===== config.mk =====
export PLATFORM = sky130hd
export DESIGN_NAME = weight_chain_sequencer
export DESIGN_NICKNAME = d
export VERILOG_FILES = /design/src/rtl/weight_chain_sequencer.sv
export SDC_FILE = /design/constraint.sdc
export NUM_CORES = 1
export LEC_CHECK = 0
export CORE_MARGIN = 3
export CORE_UTILIZATION = 45
export DETAILED_ROUTE_END_ITERATION = 6
export GPL_TIMING_DRIVEN = 1
export PLACE_DENSITY_LB_ADDON = 0.3
export REMOVE_ABC_BUFFERS = 1
export SLEW_MARGIN = 0
export SYNTH_ARGS = -nofsm -noshare
export SYNTH_HDL_FRONTEND = slang
export SYNTH_SLANG_ARGS = --single-unit

===== constraint.sdc =====
create_clock -name clk -period 4.7 [get_ports clk]
set_clock_uncertainty 0.2 [all_clocks]
set_input_delay 0.94 -clock clk [delete_from_list [all_inputs] [get_ports clk]]
set_output_delay 0.94 -clock clk [all_outputs]
set_load 0.01 [all_outputs]

===== src/rtl/weight_chain_sequencer.sv =====
// Weight chain sequencer: feeds input vectors element by element into a
// systolic weight chain, collects the flagged per-cell results into a result
// FIFO and throttles new vectors with a credit scheme so that every result
// already admitted into the chain is guaranteed a FIFO slot.
//
// Optional feature: define WEIGHT_SEQ_STATS_EN to add the stat_vectors and
// stat_stalls counter outputs. Without the macro the block is complete and
// those ports are absent.
module weight_chain_sequencer #(
  parameter int unsigned DATA_WIDTH    = 8,
  parameter int unsigned RESULT_WIDTH  = 16,
  parameter int unsigned INDEX_WIDTH   = 10,
  parameter int unsigned WEIGHT_AMOUNT = 4,
  parameter int unsigned NUM_CELLS     = 4,
  parameter int unsigned FIFO_DEPTH    = 8
) (
  input  logic                    clk,
  input  logic                    reset,
  // Vector element input
  input  logic [DATA_WIDTH-1:0]   in_value,
  input  logic                    in_valid,
  output logic                    in_ready,
  // Drive side of the first chain cell
  output logic [DATA_WIDTH-1:0]   chain_value,
  output logic [INDEX_WIDTH-1:0]  chain_index,
  output logic                    chain_enable,
  output logic [RESULT_WIDTH:0]   chain_result,
  // Result output of the last chain cell (MSB is the valid flag)
  input  logic [RESULT_WIDTH:0]   chain_out_result,
  // Result stream
  output logic [RESULT_WIDTH-1:0] res_data,
  output logic                    res_valid,
  input  logic                    res_ready,
  // Status
  output logic                    busy,
  output logic                    overflow
`ifdef WEIGHT_SEQ_STATS_EN
  ,
  output logic [31:0]             stat_vectors,
  output logic [31:0]             stat_stalls
`endif
);

  localparam int unsigned PTR_W     = (FIFO_DEPTH > 1) ? $clog2(FIFO_DEPTH) : 1;
  localparam int unsigned CNT_W     = $clog2(FIFO_DEPTH + 1);
  localparam int unsigned SUM_W     = CNT_W + 2;
  localparam int unsigned IDX_W     = $clog2(WEIGHT_AMOUNT);
  localparam int unsigned FLUSH_LEN = 2 * NUM_CELLS + WEIGHT_AMOUNT;
  localparam int unsigned FLUSH_W   = $clog2(FLUSH_LEN);

  localparam logic [1:0] S_FLUSH  = 2'd0;
  localparam logic [1:0] S_IDLE   = 2'd1;
  localparam logic [1:0] S_STREAM = 2'd2;

  // State and sequencing registers
  logic [1:0]              r_state;
  logic [FLUSH_W-1:0]      r_flush_cnt;
  logic [IDX_W-1:0]        r_idx;

  // Chain drive registers
  logic                    r_chain_en;
  logic [DATA_WIDTH-1:0]   r_chain_val;
  logic [INDEX_WIDTH-1:0]  r_chain_idx;

  // Credit bookkeeping and result FIFO
  logic [CNT_W-1:0]        r_outstanding;
  logic [RESULT_WIDTH-1:0] r_mem [FIFO_DEPTH];
  logic [PTR_W-1:0]        r_wptr;
  logic [PTR_W-1:0]        r_rptr;
  logic [CNT_W-1:0]        r_count;
  logic                    r_overflow;

  logic                    w_in_ready;
  logic                    w_credit_ok;
  logic [SUM_W-1:0]        w_demand;
  logic                    w_hs;
  logic                    w_reserve;
  logic [IDX_W-1:0]        w_send_idx;
  logic                    w_last;
  logic                    w_arrive;
  logic                    w_full;
  logic                    w_empty;
  logic                    w_pop;
  logic                    w_push;
  logic                    w_drop;
  logic [CNT_W-1:0]        w_out_next;

  function automatic logic [PTR_W-1:0] ptr_inc(input logic [PTR_W-1:0] p);
    return (p == PTR_W'(FIFO_DEPTH - 1)) ? '0 : p + PTR_W'(1);
  endfunction

  // A new vector needs one FIFO slot per cell, counting both queued results
  // and results still travelling through the chain.
  assign w_demand    = SUM_W'(r_count) + SUM_W'(r_outstanding) + SUM_W'(NUM_CELLS);
  assign w_credit_ok = (w_demand <= SUM_W'(FIFO_DEPTH));

  // Input ready depends only on state and credits, never on in_valid
  always_comb begin
    w_in_ready = 1'b0;
    unique case (r_state)
      S_IDLE:   w_in_ready = w_credit_ok;
      S_STREAM: w_in_ready = 1'b1;
      default:  w_in_ready = 1'b0;
    endcase
  end

  assign w_hs       = in_valid && w_in_ready;
  assign w_reserve  = w_hs && (r_state == S_IDLE);
  assign w_send_idx = (r_state == S_IDLE) ? '0 : r_idx;
  assign w_last     = (w_send_idx == IDX_W'(WEIGHT_AMOUNT - 1));

  // Results arriving while flushing belong to an abandoned vector
  assign w_arrive = chain_out_result[RESULT_WIDTH] && (r_state != S_FLUSH);
  assign w_empty  = (r_count == '0);
  assign w_full   = (r_count == CNT_W'(FIFO_DEPTH));
  assign w_pop    = !w_empty && res_ready;
  assign w_push   = w_arrive && (!w_full || w_pop);
  assign w_drop   = w_arrive && w_full && !w_pop;

  // FSM: flush countdown, then alternate between idle and streaming a vector
  always_ff @(posedge clk) begin
    if (reset) begin
      r_state     <= S_FLUSH;
      r_flush_cnt <= FLUSH_W'(FLUSH_LEN - 1);
      r_idx       <= '0;
    end else begin
      unique case (r_state)
        S_FLUSH: begin
          if (r_flush_cnt == '0) begin
            r_state <= S_IDLE;
          end else begin
            r_flush_cnt <= r_flush_cnt - FLUSH_W'(1);
          end
        end
        S_IDLE: begin
          if (w_hs) begin
            r_state <= S_STREAM;
            r_idx   <= IDX_W'(1);
          end
        end
        S_STREAM: begin
          if (w_hs) begin
            if (w_last) begin
              r_state <= S_IDLE;
              r_idx   <= '0;
            end else begin
              r_idx <= r_idx + IDX_W'(1);
            end
          end
        end
        default: begin
          r_state     <= S_FLUSH;
          r_flush_cnt <= FLUSH_W'(FLUSH_LEN - 1);
          r_idx       <= '0;
        end
      endcase
    end
  end

  // Chain drive: one registered beat per handshake, zeros otherwise
  always_ff @(posedge clk) begin
    if (reset) begin
      r_chain_en  <= 1'b0;
      r_chain_val <= '0;
      r_chain_idx <= '0;
    end else begin
      r_chain_en  <= w_hs;
      r_chain_val <= w_hs ? in_value : '0;
      r_chain_idx <= w_hs ? INDEX_WIDTH'(w_send_idx) : '0;
    end
  end

  // Outstanding count: reserve a whole vector at its first element, retire
  // one per arriving result. Saturates at zero so a stray flagged word cannot
  // wrap the count.
  always_comb begin
    w_out_next = r_outstanding;
    if (w_reserve) begin
      w_out_next = w_out_next + CNT_W'(NUM_CELLS);
    end
    if (w_arrive && (r_outstanding != '0)) begin
      w_out_next = w_out_next - CNT_W'(1);
    end
  end

  // Outstanding result register
  always_ff @(posedge clk) begin
    if (reset) begin
      r_outstanding <= '0;
    end else begin
      r_outstanding <= w_out_next;
    end
  end

  // FIFO storage; contents need no reset since reads are gated by occupancy
  always_ff @(posedge clk) begin
    if (!reset && w_push) begin
      r_mem[r_wptr] <= chain_out_result[RESULT_WIDTH-1:0];
    end
  end

  // FIFO pointers, occupancy and sticky overflow
  always_ff @(posedge clk) begin
    if (reset) begin
      r_wptr     <= '0;
      r_rptr     <= '0;
      r_count    <= '0;
      r_overflow <= 1'b0;
    end else begin
      if (w_push) begin
        r_wptr <= ptr_inc(r_wptr);
      end
      if (w_pop) begin
        r_rptr <= ptr_inc(r_rptr);
      end
      // Push into a full FIFO is only taken alongside a pop, so the slot the
      // head vacates is the one being written.
      if (w_push && !w_pop) begin
        r_count <= r_count + CNT_W'(1);
      end else if (w_pop && !w_push) begin
        r_count <= r_count - CNT_W'(1);
      end
      if (w_drop) begin
        r_overflow <= 1'b1;
      end
    end
  end

  assign in_ready     = w_in_ready;
  assign chain_value  = r_chain_val;
  assign chain_index  = r_chain_idx;
  assign chain_enable = r_chain_en;
  assign chain_result = '0;
  assign res_valid    = !w_empty;
  assign res_data     = w_empty ? '0 : r_mem[r_rptr];
  assign busy         = (r_state != S_IDLE) || (r_outstanding != '0);
  assign overflow     = r_overflow;

`ifdef WEIGHT_SEQ_STATS_EN
  localparam int unsigned RC_W = (NUM_CELLS > 1) ? $clog2(NUM_CELLS) : 1;

  logic [RC_W-1:0] r_res_cnt;
  logic [31:0]     r_stat_vectors;
  logic [31:0]     r_stat_stalls;

  // Statistics: a vector is complete when its last cell result arrives
  always_ff @(posedge clk) begin
    if (reset) begin
      r_res_cnt      <= '0;
      r_stat_vectors <= '0;
      r_stat_stalls  <= '0;
    end else begin
      if (w_arrive) begin
        if (r_res_cnt == RC_W'(NUM_CELLS - 1)) begin
          r_res_cnt      <= '0;
          r_stat_vectors <= r_stat_vectors + 32'd1;
        end else begin
          r_res_cnt <= r_res_cnt + RC_W'(1);
        end
      end
      if (in_valid && !w_in_ready) begin
        r_stat_stalls <= r_stat_stalls + 32'd1;
      end
    end
  end

  assign stat_vectors = r_stat_vectors;
  assign stat_stalls  = r_stat_stalls;
`endif

endmodule


==> metrics.log, run 1 <==
INFO  metric drive_above_1_share = 0.1523
INFO  metric setup_repair_after_global_routing_missed_its_margin = no
INFO  metric cts_max_level = 4
INFO  metric multi_input_area = 2183 sq um
INFO  metric final-setup-viol-count = 0
INFO  metric synthDominantAreaCellType = sky130_fd_sc_hd__edfxtp_1
INFO  metric floorplan.rows = 44
INFO  metric start_util = 0.4690
INFO  metric setup.worst_path.start = r_count[1]$_SDFFE_PP0P_
INFO  metric timing_max_transition_violations_final = 0
INFO  metric register_bit_total_from_synthesis = 165
INFO  metric hold_class = flip-flop to flip-flop
INFO  metric tritoncts.num_buffers = 17
INFO  metric timing.critical_path.slowest_cell_delay = 550 ps
INFO  metric period_needed = 4241 ps
INFO  metric cp-start-kind = flip-flop
INFO  metric endpoint_kind = primary output
INFO  metric drt-pass1-iter-count = 4
INFO  metric leakagePower = 2.910 nW
INFO  metric wire_length_of_the_first_global_routing_pass = 20980 um
INFO  metric overflow_after_grt = 0
INFO  metric grt_start_max_net_pins = 33
INFO  metric grt_util_all_layers = 0.1652
INFO  metric critical_path.reg2reg.startpoint = r_state[1]$_SDFFE_PP0P_
INFO  metric delay_heaviest_family_cp = adder cells
INFO  metric max_slew.worst_pin.slew = 629.3 ps
INFO  metric count_of_different_cell_masters_after_synthesis = 48
INFO  metric data_required_critical_path = 3560 ps
INFO  metric routedWlPerCell = 18.59 um
INFO  metric ys_top_cells_by_area = sky130_fd_sc_hd__edfxtp_1 55%, sky130_fd_sc_hd__dfxtp_1 11%, sky130_fd_sc_hd__mux4_2 10%
INFO  metric layout.filler_cells = 1164
INFO  metric first_global_vias = 3982
INFO  metric synth-edff-count = 128
INFO  metric tritoncts_num_sinks = 165
INFO  metric port-buffer-count = 59
INFO  metric final_hold_vios = 0
INFO  metric setup-tns-final = 0 ps
INFO  metric clock_tree_from_tritoncts = done
INFO  metric status = complete, no violations
INFO  metric worst_hold_startpoint = overflow$_SDFFE_PP0P_
INFO  metric chipHeight = 130.5 um
INFO  metric final.hold.worst_slack = 290.6 ps
INFO  metric timing.critical_path.cells = ha_1 > ha_1 > fa_1 > or3_4 > nand2_1 > nand3_1 > nand2_1 > clkdlybuf4s50_1
INFO  metric wirelength = 13310 um
INFO  metric register_area = 4586 sq um
INFO  metric cts.hold.buffers_added = 0
INFO  metric clkLatencyLatePin = 420 ps
INFO  metric clkSlewWorstSetupHoldPaths = 60 ps
INFO  metric drt.antenna.violating_nets = 0
INFO  metric die-area = 17020 sq um
INFO  metric slew_headroom = 0.5805
INFO  metric cts_max_path_buffers = 2
INFO  metric syn_area_per_cell = 15.70 sq um
INFO  metric chipWidth = 130.5 um
INFO  metric crit_fanout = 6
INFO  metric synthesis.yosys.warnings = 0
INFO  metric fp.coreArea = 14860 sq um
INFO  metric vdd.ir_drop.worst = 286.5 uV
INFO  metric power.density_cell_area = 489.8 nW/um^2
INFO  metric ctsRootBufferMaster = sky130_fd_sc_hd__clkbuf_16
INFO  metric worstPathBufferInverterCount = 1
INFO  metric area_share_of_the_largest_cell_type_after_synthesis = 0.5513
INFO  metric avgViaCountPerCell = 5.338
INFO  metric detailedRoute.firstIterationViolations = 368
INFO  metric synthFlopType = sky130_fd_sc_hd__edfxtp_1
INFO  metric synthesis.area = 6972 sq um
INFO  metric routed-via-count = 3822
INFO  metric gp_routability_congestion = 0.7697
INFO  metric slowest_stage_cell_cp = sky130_fd_sc_hd__clkdlybuf4s50_1
INFO  metric drc_errors = 0
INFO  metric final.period_utilization = 0.9024
INFO  metric io-pin-count = 85
INFO  metric maxCapViolations = 0
INFO  metric dp_hpwl = 8319 um
INFO  metric cts_setup_buffers = 0
INFO  metric critical_path_arrival = 3100 ps
INFO  metric max_freq = 235.8 MHz
INFO  metric synthMostInstantiatedCell = sky130_fd_sc_hd__edfxtp_1
INFO  metric sequential_element_share_of_the_synthesized_area = 0.6576
INFO  metric synth.top_cells.by_count = 128 x sky130_fd_sc_hd__edfxtp_1, 43 x sky130_fd_sc_hd__nor2_1, 37 x sky130_fd_sc_hd__dfxtp_1
INFO  metric cts-resized-gates = 0
INFO  metric criticalPathCategory = flip-flop to primary output
INFO  metric synth-async-reset-ratio = 0
INFO  metric antenna_found_initial = 0
INFO  metric fin_nets = 571
INFO  metric synthCells = 444
INFO  metric insertedDiodeCount = 0
INFO  metric syn2layout_area_growth = 20.15%
power breakdown:
group          switching [mW]  internal (mW)  total, mW
Combinational           0.448          0.510      0.958
Clock                   0.548          0.887       1.44
Sequential             0.0837           1.63       1.71
sequential cells by signal, summed over array words and instances, names as in the netlist, 3 cells and up, named ones only:
register / flops
chain_value: 8
r_count: 4
r_flush_cnt: 4
r_mem: 128
r_outstanding: 4
r_rptr: 3
r_wptr: 3
layout by cell type, fill, tap and decap left out, types with 8 or more instances in the layout:
cell                                n
sky130_fd_sc_hd__edfxtp_1         128
sky130_fd_sc_hd__clkdlybuf4s50_1   59
sky130_fd_sc_hd__nor2_1            43
sky130_fd_sc_hd__clkbuf_16         17
sky130_fd_sc_hd__mux4_2            32
sky130_fd_sc_hd__and2_1             8
sky130_fd_sc_hd__ha_1              21
sky130_fd_sc_hd__a21oi_1           14
sky130_fd_sc_hd__dfxtp_1           36
sky130_fd_sc_hd__buf_4             12
sky130_fd_sc_hd__conb_1            25
sky130_fd_sc_hd__inv_1             17
sky130_fd_sc_hd__mux2i_1           23
worst min-delay path: stages (launching register included):
cell	delay [ps]
sky130_fd_sc_hd__dfxtp_1	340
sky130_fd_sc_hd__a21oi_1	50
sky130_fd_sc_hd__nor2_1	70
layout make-up:
cell class                      instances  area share
Inverter                               17    0.007618
Clock inverter                         13     0.02151
Sequential cell                       165      0.5474
Clock buffer                           19     0.05168
Timing Repair Buffer                   72     0.08364
Tap cell                              184     0.02748
Multi-Input combinational cell        246      0.2606
cells by family after synthesis:
kind of cell               after synthesis  synth area share
xor gates and xnor gates                 8           0.01005
buffers and inverters                   57           0.04487
adders and majority gates               23           0.04343
and+or+nand+nor                         99           0.07322
DFF                                    165            0.6576
other                                    1         0.0005379
AOI/OAI and AO/OA                       36           0.03392
muxes                                   55            0.1364
path summary, 6_finish.rpt:
check,cells after the start,slack (ps),endpoint
worst max-delay path,8,460,in_ready
worst min-delay path,2,290,overflow$_SDFFE_PP0P_
worst max register to register,12,1480,r_count[3]$_SDFFE_PP0P_
worst min register to register,2,290,overflow$_SDFFE_PP0P_
routing by layer:
metal / wire length, um / up-vias / track usage
met5: 0 / - / 0
met4: 59 / 0 / 0.04537
met1: 5684 / 1935 / 0.2037
li1: - / 1790 / -
met2: 6856 / 91 / 0.2839
met3: 711 / 6 / 0.05122
through the flow:
step | instances | power (mW) | setup WS (ps) | utilization | cell area (sq um)
after floorplan | 428 | 2.328 | 1257 | - | 6813
after global placement | 684 | 2.679 | 949.3 | 0.5223 | 7764
after detailed placement | 684 | 2.712 | 843.2 | 0.5223 | 7764
after CTS | 716 | 4.155 | 425.9 | 0.5636 | 8377
after global routing | 716 | 4.312 | 311.5 | 0.5636 | 8377
final | 716 | 4.103 | 458.7 | 0.5636 | 8377
(Power assumes the default switching activity.)
==> run 2: changes to the inputs <==
Settings changed: MAX_ROUTING_LAYER from default to met4.
Clock period 4.7 ns to 4.5 ns, I/O delays scaled along.
==> run 2 against run 1 <==
Register-to-register slack got worse by 180 ps. Sequential share of layout area increased by 0.21 points. Global-route usage increased by 0.47 points. Non-clock buffer count is 1 higher. Die area did not move. Clock power shrank 6%. Combinational power grew 4%. Core utilization decreased by 0.22 points. Worst hold slack improved by 4.8 ps. Critical path depth is the same. Cell count up 0.14%. Critical endpoint unchanged.
==> metrics.log, run 2 (synthesized netlist as in run 1, its figures left out) <==
INFO  metric power_switching_share = 0.2679
INFO  metric criticalPathCategory = flip-flop to primary output
INFO  metric pwr-share-seq = 0.431
INFO  metric timing.critical_path.cells = ha_1 > ha_1 > fa_1 > or3_4 > nand2_1 > nand3_1 > nand2_1 > clkdlybuf4s50_1
INFO  metric syn2layout_area_growth = 19.69%
INFO  metric grt_util_all_layers = 0.1699
INFO  metric drive_above_1_share = 0.1520
INFO  metric start_util = 0.4690
INFO  metric cts_max_path_buffers = 2
INFO  metric max_slew.worst_pin.slew = 641.5 ps
INFO  metric final_hold_vios = 0
INFO  metric layout_common_cells = 128 x sky130_fd_sc_hd__edfxtp_1, 59 x sky130_fd_sc_hd__clkdlybuf4s50_1, 43 x sky130_fd_sc_hd__nor2_1
INFO  metric drc_errors = 0
INFO  metric period_needed = 4152 ps
INFO  metric routedWlPerCell = 18.48 um
INFO  metric status = complete, no violations
INFO  metric power_report.internal_total = 3.038 mW
INFO  metric tritoncts_num_sinks = 165
INFO  metric placedInstanceArea = 7784 sq um
INFO  metric clkSlewWorstSetupHoldPaths = 60 ps
INFO  metric cts_setup_buffers = 0
INFO  metric grt_start_max_net_pins = 33
INFO  metric cts_max_level = 4
INFO  metric hold_class = flip-flop to flip-flop
INFO  metric final.period_utilization = 0.9227
INFO  metric crit_fanout = 6
INFO  metric timing_max_transition_violations_final = 0
INFO  metric cts.hold.buffers_added = 0
INFO  metric port-buffer-count = 59
INFO  metric final-setup-viol-count = 0
INFO  metric delay_heaviest_family_cp = adder cells
INFO  metric power.net_switching = 1.112 mW
INFO  metric clock_tree_from_tritoncts = done
INFO  metric gp_routability_congestion = 0.8071
INFO  metric routed-via-count = 3833
INFO  metric power.share.combinational = 0.242
INFO  metric worstPathBufferInverterCount = 1
INFO  metric layout.cells.most_common = sky130_fd_sc_hd__edfxtp_1
INFO  metric setup_repair_after_global_routing_missed_its_margin = no
INFO  metric slew_headroom = 0.5724
INFO  metric fin_area = 8344 sq um
INFO  metric fin_nets = 572
INFO  metric chipHeight = 130.5 um
INFO  metric dp_hpwl = 8556 um
INFO  metric critical_path_arrival = 3050 ps
INFO  metric max_reg_flops = 128
INFO  metric endpoint_kind = primary output
INFO  metric tritoncts.num_buffers = 17
INFO  metric insertedDiodeCount = 0
INFO  metric setup-tns-final = 0 ps
INFO  metric leakagePower = 2.897 nW
INFO  metric drt-pass1-iter-count = 4
INFO  metric floorplan.rows = 44
INFO  metric avgViaCountPerCell = 5.346
INFO  metric share_clk_of_total_power = 0.327
INFO  metric largest-register = r_mem
INFO  metric clkLatencyLatePin = 410 ps
INFO  metric detailedRoute.firstIterationViolations = 301
INFO  metric power.density_cell_area = 497.3 nW/um^2
INFO  metric slowest_stage_cell_cp = sky130_fd_sc_hd__clkdlybuf4s50_1
INFO  metric io-pin-count = 85
INFO  metric drt.antenna.violating_nets = 0
INFO  metric antenna_found_initial = 0
INFO  metric vdd.ir_drop.worst = 278.6 uV
INFO  metric overflow_after_grt = 0
INFO  metric cts-resized-gates = 0
INFO  metric wirelength = 13250 um
INFO  metric data_required_critical_path = 3400 ps
INFO  metric maxCapViolations = 0
INFO  metric fp.coreArea = 14860 sq um
INFO  metric ctsRootBufferMaster = sky130_fd_sc_hd__clkbuf_16
INFO  metric die-area = 17020 sq um
INFO  metric cp-start-kind = flip-flop
INFO  metric wire_length_of_the_first_global_routing_pass = 20800 um
INFO  metric max_freq = 240.8 MHz
INFO  metric chipWidth = 130.5 um
INFO  metric first_global_vias = 3929
INFO  metric timing.critical_path.slowest_cell_delay = 540 ps
## run 2: cell count changes in the layout (fill, tap and decap cells not counted)
cell,previous run,this run
sky130_fd_sc_hd__clkinvlp_4,1,0
sky130_fd_sc_hd__bufinv_16,4,1
sky130_fd_sc_hd__clkbuf_1,2,5
sky130_fd_sc_hd__clkbuf_8,0,3
sky130_fd_sc_hd__inv_6,1,0
sky130_fd_sc_hd__clkinv_1,2,0
sky130_fd_sc_hd__clkinv_4,3,4
sky130_fd_sc_hd__buf_12,1,2
## run 2: path summary, 6_finish.rpt
kind | from | to | slack (ps) | cells after the start
worst min-delay path | overflow$_SDFFE_PP0P_ | overflow$_SDFFE_PP0P_ | 300 | 2
worst max-delay path | r_count[1]$_SDFFE_PP0P_ | in_ready | 350 | 8
worst max register to register | r_state[0]$_SDFFE_PP0P_ | r_count[3]$_SDFFE_PP0P_ | 1300 | 12
worst min register to register | overflow$_SDFFE_PP0P_ | overflow$_SDFFE_PP0P_ | 300 | 2
## run 2: through the flow
| step | power (mW) | hold slack [ps] | std cells | setup slack [ps] | utilization |
|---|---|---|---|---|---|
| 3_5_place_dp | 2.836 | 296.6 | 685 | 596.6 | 0.5237 |
| 2_1_floorplan | 2.431 | 263.6 | 428 | 1097 | - |
| 6_report | 4.149 | 295.4 | 717 | 348.0 | 0.5614 |
| 4_1_cts | 4.197 | 312.3 | 717 | 319.5 | 0.5614 |
| 3_3_place_gp | 2.796 | 287.5 | 685 | 764.5 | 0.5237 |
| 5_1_grt | 4.355 | 342.5 | 717 | 186.2 | 0.5614 |
## run 2: cell type report
type | count | area [sq um]
well taps | 184 | 230.2
inverters | 17 | 63.81
multi-input cells | 246 | 2183
clock buffers | 25 | 485.5
flip-flops and latches | 165 | 4586
repair buffers | 73 | 720.7
clock inverters | 7 | 75.07
fillers | 1183 | 6520
## run 2: worst min-delay path, delay by kind of cell, from the launching register on
kind            cells  cell delay (ps)
flops               1              340
simple gates        1               70
compound gates      1               50
## run 2: routing by layer
layer / global-route usage / vias to the layer above / share of wire
li1: - / 1787 / -
met1: 0.2055 / 1932 / 0.43
met2: 0.2794 / 101 / 0.51
met3: 0.05081 / 13 / 0.048
met4: 0.04840 / 0 / 0.0088
met5: - / - / 0
## run 2: power by group through the flow
stage               logic, mW  clock network [mW]  registers (mW)
finish                   1.00                1.36            1.79
CTS                      1.02                1.39            1.79
global route             1.09                1.46            1.80
detailed placement       1.01                   0            1.82
global placement        0.980                   0            1.82
floorplan               0.599                   0            1.83
